$ cat src/rtl/vision_pkg.sv
// Shared definitions for the vision pixel pipeline: sequencer states, RGB565 constants and count widths.
package vision_pkg;

  typedef enum logic [2:0] {
    IDLE,
    WAIT_VSYNC,
    CAPTURE,
    SKIP,
    DONE
  } vseq_state_t;

  localparam logic [15:0] GREEN = 16'h07E0;
  localparam logic [15:0] BLACK = 16'h0000;

  localparam int X_CNT_W    = 10;
  localparam int Y_CNT_W    = 9;
  localparam int SKIP_CNT_W = 8;

endpackage

$ cat src/rtl/byte_pair_assembler.sv
// Pairs camera bytes into RGB565 words and strobes each accepted pixel one cycle after its second byte.
// VISION_SEQ_BYTE_SWAP_EN: the first byte of each pair lands in [7:0] instead of [15:8].
module byte_pair_assembler
  import vision_pkg::*;
(
  input  logic        clk,
  input  logic        rst,
  input  logic        sample_i,
  input  logic        line_end_i,
  input  logic        accept_i,
  input  logic [7:0]  data_i,
  output logic        complete_o,
  output logic        odd_o,
  output logic        strobe_o,
  output logic [15:0] pixel_o
);
  logic        phase_q, phase_d;
  logic [7:0]  first_q, first_d;
  logic        strobe_q, strobe_d;
  logic [15:0] pixel_q, pixel_d;

  assign complete_o = sample_i && phase_q;
  assign odd_o      = line_end_i && phase_q;
  assign strobe_o   = strobe_q;
  assign pixel_o    = pixel_q;

  always_comb begin
    phase_d  = phase_q;
    first_d  = first_q;
    strobe_d = 1'b0;
    pixel_d  = pixel_q;
    if (line_end_i) begin
      phase_d = 1'b0;
    end else if (sample_i) begin
      phase_d = ~phase_q;
      if (!phase_q) begin
        first_d = data_i;
      end else if (accept_i) begin
        strobe_d = 1'b1;
`ifdef VISION_SEQ_BYTE_SWAP_EN
        pixel_d = {data_i, first_q};
`else
        pixel_d = {first_q, data_i};
`endif
      end
    end
  end

  always_ff @(posedge clk or posedge rst) begin
    if (rst) begin
      phase_q  <= 1'b0;
      first_q  <= 8'h00;
      strobe_q <= 1'b0;
      pixel_q  <= BLACK;
    end else begin
      phase_q  <= phase_d;
      first_q  <= first_d;
      strobe_q <= strobe_d;
      pixel_q  <= pixel_d;
    end
  end

endmodule

$ cat src/rtl/vision_frame_sequencer.sv
// Aligns the camera byte stream to vsync, forwards every (SKIP_FRAMES+1)th frame as counted RGB565 pixels,
// and flags malformed frames. Byte order is selected inside byte_pair_assembler by VISION_SEQ_BYTE_SWAP_EN.
module vision_frame_sequencer
  import vision_pkg::*;
#(
  parameter int FRAME_WIDTH  = 320,
  parameter int FRAME_HEIGHT = 240,
  parameter int SKIP_FRAMES  = 0
) (
  input  logic               pixel_clock_in,
  input  logic               reset,
  input  logic               enable,
  input  logic               vsync,
  input  logic               href,
  input  logic [7:0]         cam_data,
  output logic [X_CNT_W-1:0] frame_x_count,
  output logic [Y_CNT_W-1:0] frame_y_count,
  output logic [15:0]        pixel_data,
  output logic               pixel_valid,
  output logic               frame_start,
  output logic               frame_done,
  output logic               frame_error,
  output logic               busy
);
  localparam logic [X_CNT_W-1:0]    WIDTH_L  = X_CNT_W'(FRAME_WIDTH);
  localparam logic [Y_CNT_W-1:0]    HEIGHT_L = Y_CNT_W'(FRAME_HEIGHT);
  localparam logic [SKIP_CNT_W-1:0] SKIP_L   = SKIP_CNT_W'(SKIP_FRAMES);

  vseq_state_t           state_q, state_d;
  logic                  vsync_q, href_q;
  logic [X_CNT_W-1:0]    x_q, x_d;
  logic [Y_CNT_W-1:0]    y_q, y_d;
  logic [SKIP_CNT_W-1:0] skip_q, skip_d;
  logic                  err_q, err_d;
  logic                  pend_q, pend_d;
  logic                  frame_start_q, frame_done_q, frame_error_q, busy_q;

  logic vsync_rise, vsync_fall, href_fall;
  logic pair_complete, odd_drop, in_range, accept;
  logic [X_CNT_W-1:0] x_line_end;

  assign vsync_rise = vsync && !vsync_q;
  assign vsync_fall = !vsync && vsync_q;
  assign href_fall  = !href && href_q;
  assign in_range   = (x_q < WIDTH_L) && (y_q < HEIGHT_L);
  assign accept     = (state_q == CAPTURE) && in_range;
  // A strobe still in flight when href drops has not yet advanced x.
  assign x_line_end = x_q + X_CNT_W'(pixel_valid);

  byte_pair_assembler u_pair (
    .clk        (pixel_clock_in),
    .rst        (reset),
    .sample_i   (href),
    .line_end_i (href_fall),
    .accept_i   (accept),
    .data_i     (cam_data),
    .complete_o (pair_complete),
    .odd_o      (odd_drop),
    .strobe_o   (pixel_valid),
    .pixel_o    (pixel_data)
  );

  always_comb begin
    state_d = state_q;
    x_d     = x_q;
    y_d     = y_q;
    skip_d  = skip_q;
    err_d   = err_q;
    pend_d  = pend_q;
    case (state_q)
      IDLE: if (enable) state_d = WAIT_VSYNC;
      WAIT_VSYNC: begin
        if (!enable) begin
          state_d = IDLE;
        end else if (vsync_fall) begin
          x_d     = '0;
          y_d     = '0;
          err_d   = 1'b0;
          pend_d  = 1'b0;
          state_d = (skip_q != '0) ? SKIP : CAPTURE;
        end
      end
      CAPTURE: begin
        if (pixel_valid) x_d = x_q + X_CNT_W'(1);
        if (href_fall) begin
          x_d = '0;
          if (y_q < HEIGHT_L) y_d = y_q + Y_CNT_W'(1);
          if (odd_drop || (x_line_end != WIDTH_L)) err_d = 1'b1;
        end
        if (pair_complete && !in_range) err_d = 1'b1;
        if (vsync_rise && (y_q != HEIGHT_L)) err_d = 1'b1;
        // A final pixel landing with the vsync rise is strobed before DONE.
        if (vsync_rise && pair_complete) begin
          pend_d = 1'b1;
        end else if (vsync_rise || pend_q) begin
          pend_d  = 1'b0;
          state_d = DONE;
        end
      end
      SKIP: begin
        if (vsync_rise) begin
          skip_d  = skip_q - SKIP_CNT_W'(1);
          state_d = WAIT_VSYNC;
        end
      end
      DONE: begin
        err_d   = 1'b0;
        skip_d  = SKIP_L;
        state_d = enable ? WAIT_VSYNC : IDLE;
      end
      default: state_d = IDLE;
    endcase
  end

  always_ff @(posedge pixel_clock_in or posedge reset) begin
    if (reset) begin
      state_q       <= IDLE;
      vsync_q       <= 1'b0;
      href_q        <= 1'b0;
      x_q           <= '0;
      y_q           <= '0;
      skip_q        <= '0;
      err_q         <= 1'b0;
      pend_q        <= 1'b0;
      frame_start_q <= 1'b0;
      frame_done_q  <= 1'b0;
      frame_error_q <= 1'b0;
      busy_q        <= 1'b0;
    end else begin
      state_q       <= state_d;
      vsync_q       <= vsync;
      href_q        <= href;
      x_q           <= x_d;
      y_q           <= y_d;
      skip_q        <= skip_d;
      err_q         <= err_d;
      pend_q        <= pend_d;
      frame_start_q <= pair_complete && accept && (x_q == '0) && (y_q == '0);
      frame_done_q  <= (state_d == DONE);
      frame_error_q <= (state_d == DONE) && err_d;
      busy_q        <= (state_d != IDLE);
    end
  end

  assign frame_x_count = x_q;
  assign frame_y_count = y_q;
  assign frame_start   = frame_start_q;
  assign frame_done    = frame_done_q;
  assign frame_error   = frame_error_q;
  assign busy          = busy_q;

endmodule

$ cat config.mk
export PLATFORM = sky130hd
export DESIGN_NAME = vision_frame_sequencer
export DESIGN_NICKNAME = d
export VERILOG_FILES = /design/src/rtl/vision_pkg.sv /design/src/rtl/byte_pair_assembler.sv /design/src/rtl/vision_frame_sequencer.sv
export SDC_FILE = /design/constraint.sdc
export NUM_CORES = 1
export LEC_CHECK = 0
export ABC_AREA = 1
export CORE_MARGIN = 2
export CORE_UTILIZATION = 40
export CTS_CLUSTER_DIAMETER = 200
export CTS_CLUSTER_SIZE = 25
export DETAILED_ROUTE_END_ITERATION = 10
export PLACE_DENSITY = 0.64
export SLEW_MARGIN = 0
export SYNTH_ARGS = -nofsm -noshare
export SYNTH_HDL_FRONTEND = slang
export SYNTH_SLANG_ARGS = --single-unit
$ cat constraint.sdc
create_clock -name pixel_clock_in -period 3.98 [get_ports pixel_clock_in]
set_input_delay 0.597 -clock pixel_clock_in [delete_from_list [all_inputs] [get_ports pixel_clock_in]]
set_output_delay 0.597 -clock pixel_clock_in [all_outputs]
set_load 0.01 [all_outputs]
# [Word level (Yosys, flattened, before mapping)]
# Cells that the tools add are included.
[classes] add_sub_neg=4 n_eq_ne=14 bitwise=2 reduce_logical=34 muxes=39 n_lt_le_gt_ge=2
[ops] operator="10-bit 2-to-1 mux" count=4
[ops] operator="9-bit 2-to-1 mux" count=4
[ops] operator="10-bit one-hot mux with 2 select lines" count=1
[ops] operator="1-bit 2-to-1 mux" count=18
[ops] operator="3-bit 2-to-1 mux" count=6
[ops] operator="9-bit one-hot mux with 2 select lines" count=1
[ops] operator="8-bit one-hot mux with 2 select lines" count=1
[ops] operator="3-bit one-hot mux with 5 select lines" count=1
[ops] operator="1-bit logical AND" count=14
[ops] operator="4-bit AND reduction" count=3
[ops] operator="10-bit by 1-bit adder with 10-bit output" count=1
[ops] operator="10-bit by 1-bit adder with 10-bit output (second input constant)" count=1
[ops] operator="10-bit zero test" count=1
[ops] operator="10-bit by 9-bit less-than comparator with 1-bit output (second input constant)" count=1
[ops] operator="10-bit by 9-bit != test with 1-bit output (second input constant)" count=1
[ops] operator="9-bit by 1-bit adder with 9-bit output (second input constant)" count=1
[ops] operator="9-bit zero test" count=1
[ops] operator="9-bit by 8-bit less-than comparator with 1-bit output (second input constant)" count=1
[ops] operator="9-bit by 8-bit != test with 1-bit output (second input constant)" count=1
[ops] operator="8-bit 2-to-1 mux" count=1
[ops] operator="8-bit nonzero test" count=1
[ops] operator="8-bit by 1-bit subtractor with 8-bit output (second input constant)" count=1
[ops] operator="3-bit by 2-bit equality test with 1-bit output (second input constant)" count=2
[ops] operator="3-bit equality test (second input constant)" count=2
[ops] operator="other kinds (15)" count=26
[totals] ff_bits=64 word_cells=111

# [Depth between registers and ports, before layout]
[logic_depth] depth_word=10 ltp_mapped=15

# [Hierarchy]
# From an unflattened synthesis, not the netlist that was laid out.
[unflattened] hier_cells=420 hier_area_um2=3387.0
[modules_own_cells] mod="vision_frame_sequencer" seq_area_each_um2=950.9 n_inst=1 cells_each=303 area_each_um2=2317.2
[modules_own_cells] mod="byte_pair_assembler" seq_area_each_um2=650.6 n_inst=1 cells_each=117 area_each_um2=1069.8

# [Worst setup path after synthesis]
# No wires, ideal clock.
[synth_timing] kind="reg2reg" startpoint="register u_pair.strobe_q (netlist: u_pair.strobe_o)" endpoint="register frame_error_q (netlist: frame_error)" path_slack_ps=2226 path_stages_with_launch=16 period_less_slack_ps=1754 path_buffers=0 t_arrival_ps=1639 path_cell_list="dfrtp_1 > ha_1 > ha_1 > inv_1 > nor2_1 > nand2_1 > nand2_1 > nand3_1 > nor2_1 > nand3_1 > nand2_1 > nand2_1 > nand2_1 > nand2_1 > nand2_1 > nor2_1"
[synth_via] elab_chain_cells=9
[synth_rtl] item="start: declaration" line_no="byte_pair_assembler.sv:19" source="logic strobe_q, strobe_d;"
[synth_rtl] item="start signal: assignment" line_no="byte_pair_assembler.sv:58" source="strobe_q <= strobe_d;"
[synth_rtl] item="10-bit by 1-bit adder with 10-bit output" line_no="vision_frame_sequencer.sv:48" source="assign x_line_end = x_q + X_CNT_W'(pixel_valid);"
[synth_rtl] item="10-bit by 9-bit != test with 1-bit output" line_no="vision_frame_sequencer.sv:88" source="if (odd_drop || (x_line_end != WIDTH_L)) err_d = 1'b1;"
[synth_rtl] item="1-bit logical OR" line_no="vision_frame_sequencer.sv:88"
[synth_rtl] item="1-bit 2-to-1 mux" line_no="vision_frame_sequencer.sv:88"
[synth_rtl] item="1-bit 2-to-1 mux" line_no="vision_frame_sequencer.sv:85" source="if (href_fall) begin"
[synth_rtl] item="1-bit 2-to-1 mux" line_no="vision_frame_sequencer.sv:90" source="if (pair_complete && !in_range) err_d = 1'b1;"
[synth_rtl] item="1-bit 2-to-1 mux" line_no="vision_frame_sequencer.sv:91" source="if (vsync_rise && (y_q != HEIGHT_L)) err_d = 1'b1;"
[synth_rtl] item="1-bit one-hot mux with 3 select lines" line_no="vision_frame_sequencer.sv:70" source="case (state_q)"
[synth_rtl] item="1-bit logical AND" line_no="vision_frame_sequencer.sv:140" source="frame_error_q <= (state_d == DONE) && err_d;"
[synth_rtl] item="end signal: assignment" line_no="vision_frame_sequencer.sv:140"
[synth_rtl] item="end: declaration" line_no="vision_frame_sequencer.sv:36" source="logic frame_start_q, frame_done_q, frame_error_q, busy_q;"
# No other way between the ends.
# A chain may end at the register's enable or synchronous reset.

# [Worst setup path in the final report]
[layout_timing] startpoint="register x_q[2] (netlist: frame_x_count[2])" endpoint="output port frame_x_count[2]"
[layout_lines] item="start: declaration" line_no="vision_frame_sequencer.sv:31" source="logic [X_CNT_W-1:0] x_q, x_d;"
[layout_lines] item="start signal: assignment" line_no="vision_frame_sequencer.sv:120" source="x_q <= '0;"
[layout_lines] item="start signal: assignment" line_no="vision_frame_sequencer.sv:133" source="x_q <= x_d;"
[layout_lines] item="end: declaration" line_no="vision_frame_sequencer.sv:16" source="output logic [X_CNT_W-1:0] frame_x_count,"
# No word-level cell between the ends.

==> results.ini <==
[outcome]
status=complete, no violations

[clock_network]
cts.sinks=64
clkTransAtPathRegs_ns=0.08
cts_hold_buf=0
ctsHtreeMaxLevel=3
root_buffer=clkbuf_8
cts_tree=built
cts_inserted_buffers=9
cts_resized=0
clkLatencyLatePin_ns=0.36
clock_path_buffers=2
postCtsSetupRepairBufs=0

[timing]
finalHoldViolations=0
fin_crit_ns=2.11
period_share_pct=53.1
slew_headroom_pct=66.1
worstMarginPinSlew_ns=0.507
fin_setup_tns_ns=0
drv_slew=0
holdWs_ns=0.455
finalSetupViolations=0
clock.fmax_ghz=0.473
fin_skew_ns=0.0106
rsz0062_at_grt=no

[logic_synthesis]
synth_seq_cells=64
yosysSeqAreaShare_pct=49.8
synth_nets=418
syn_area_sq_mm=0.00321
synth_cell_types=32
ys.warnings.count=0
syn_area_per_cell_sq_um=8.07
netlist_instances=398

[setup_path]
worstRegToRegCells=15
cp.depth=1
crit_family=buffers and inverters
crit_start=frame_x_count[2]
path_buf_inv=1
cp.required_ns=3.38
crit_chain=clkdlybuf4s50_1
r2r-start=u_pair.strobe_o
slowest_stage=clkdlybuf4s50_1
cp-start-kind=flop
worstPathArrival_ns=1.52
cp-end-kind=output pin
slowest_delay_ns=0.61
critPathKind=flop to output pin
crit_fanout=9

[finish]
final_cell_mix=nand2_1 (100), dfrtp_1 (64), inv_1 (54)
drive_above_1_share_pct=10.2
nets=478
diodes=0
final_common_cell=nand2_1
area_delta_synth_final_pct=26.2

[route]
num_vias=2749
wl_um=7220
viasPerCell=4.87
first_iter_violations=141
first_pass_iters=4
routedWlPerCell_um=12.8
route.detailed.drc=0
ant_nets=0

[die]
die_h_um=93.6
pin_count=53
core_sq_mm=0.00777
start_util_pct=41.4
placementRows=32
die_w_um=93.6
die-area_sq_mm=0.00877

[grt]
grt_pass1_wl_um=12400
grt_usage_pct=17.8
grt_max_degree=26
antenna_found_initial=0
grt_overflow_total=0
grt_pass1_vias=2696

[power]
ir_drop_v=0.000304
power_density_mw_per_mm2=616
switching_share_pct=36.9
clkPwrFrac_pct=23.1
seq_power_share_pct=40.6
switchingPower_uw=921
p_leak_nw=1.89
combPwrFrac_pct=36.3
power.internal_mw=1.58

[placed_design]
place_congestion=0.980
dpl.hpwl_um=5380
portBuffers=52

[worst_hold_path]
min_path_type=flop to flop
min-delay-start=skip_q[6]
hold_depth=1

[flow_run]
drv_cap=0

[power groups by stage]
stage	registers, mW	clock network (mW)	logic, mW
6_report	1.01	0.576	0.908
5_1_grt	1.04	0.616	1.03
4_1_cts	1.01	0.590	0.920
3_5_place_dp	1.02	0	0.919
3_3_place_gp	1.02	0	0.895
2_1_floorplan	1.05	0	0.467
[through the flow]
step | setup WS, ns | std cells | util, % | total power, mW | area, sq um
3_5_place_dp | 1.59 | 549 | 49.6 | 1.94 | 3850
3_3_place_gp | 1.66 | 549 | 49.6 | 1.92 | 3850
2_1_floorplan | 1.78 | 398 | - | 1.52 | 3210
6_report | 1.87 | 565 | 52.2 | 2.50 | 4060
5_1_grt | 1.73 | 565 | 52.2 | 2.69 | 4060
4_1_cts | 1.87 | 565 | 52.2 | 2.52 | 4060
[cell families (layout without fill, tap and decap cells)]
group | count (synthesis) | count (layout) | share of synthesized area (%)
and+or+nand+nor | 195 | 195 | 28.4
DFF | 64 | 64 | 49.8
xor gates and xnor gates | 2 | 2 | 0.545
AOI/OAI and AO/OA | 61 | 61 | 10.2
buffers and inverters | 69 | 134 | 8.29
adders and majority gates | 7 | 7 | 2.73
[synthesized netlist by cell type (all sizes together)]
cell type / instances / area share [%]
nand2: 104 / 12
nor4b: 1 / 0.27
o211ai: 1 / 0.23
nor4: 4 / 0.97
nor3b: 1 / 0.23
xor2: 2 / 0.55
nor2: 50 / 6.8
nand3: 20 / 4.3
a31oi: 3 / 0.58
a21oi: 19 / 3.0
o22a: 1 / 0.27
clkbuf: 1 / 0.12
o21ai: 36 / 6.0
o22ai: 1 / 0.19
or2: 1 / 0.19
nand4: 9 / 1.8
ha: 7 / 2.7
nor3: 5 / 1.4
buf: 4 / 0.62
inv: 64 / 7.6
dfrtp: 64 / 50
[final timing paths]
| check | endpoint | slack (ns) |
|---|---|---|
| worst min-delay path | skip_q[6] | 0.45 |
| max in group asynchronous | skip_q[0] | 2.71 |
| min in group asynchronous | u_pair.pixel_o[1] | 0.59 |
| worst max-delay path | frame_x_count[2] | 1.87 |
| worst max register to register | frame_error | 1.93 |
| worst min register to register | skip_q[6] | 0.45 |
[per-layer routing]
layer  global-route usage [%]  part of all wire (%)  vias to the layer above
met1                     25.5                    50                     1285
met5                        0                     0                        -
met4                     6.76                   1.4                        0
li1                         -                     -                     1395
met3                     3.63                   5.0                        9
met2                     26.6                    44                       60
[final cells by class]
type,instances,area [sq um]
multi-input combinational,265,1350
clock buffer,9,124
sequential,64,1600
fill,755,3710
clock inverter,7,80.1
tap,102,128
timing repair buffer,54,536
inverter,64,243
[registers in the layout, indices dropped and copies added, names as in the netlist]
name             cells
busy                 1
u_pair.pixel_o      16
frame_start          1
frame_y_count        9
u_pair.first_q       8
skip_q               8
frame_done           1
frame_x_count       10
frame_error          1
vsync_q              1
u_pair.strobe_o      1
state_q              3
u_pair.phase_q       1
pend_q               1
href_q               1
err_q                1
(Power assumes the default switching activity.)
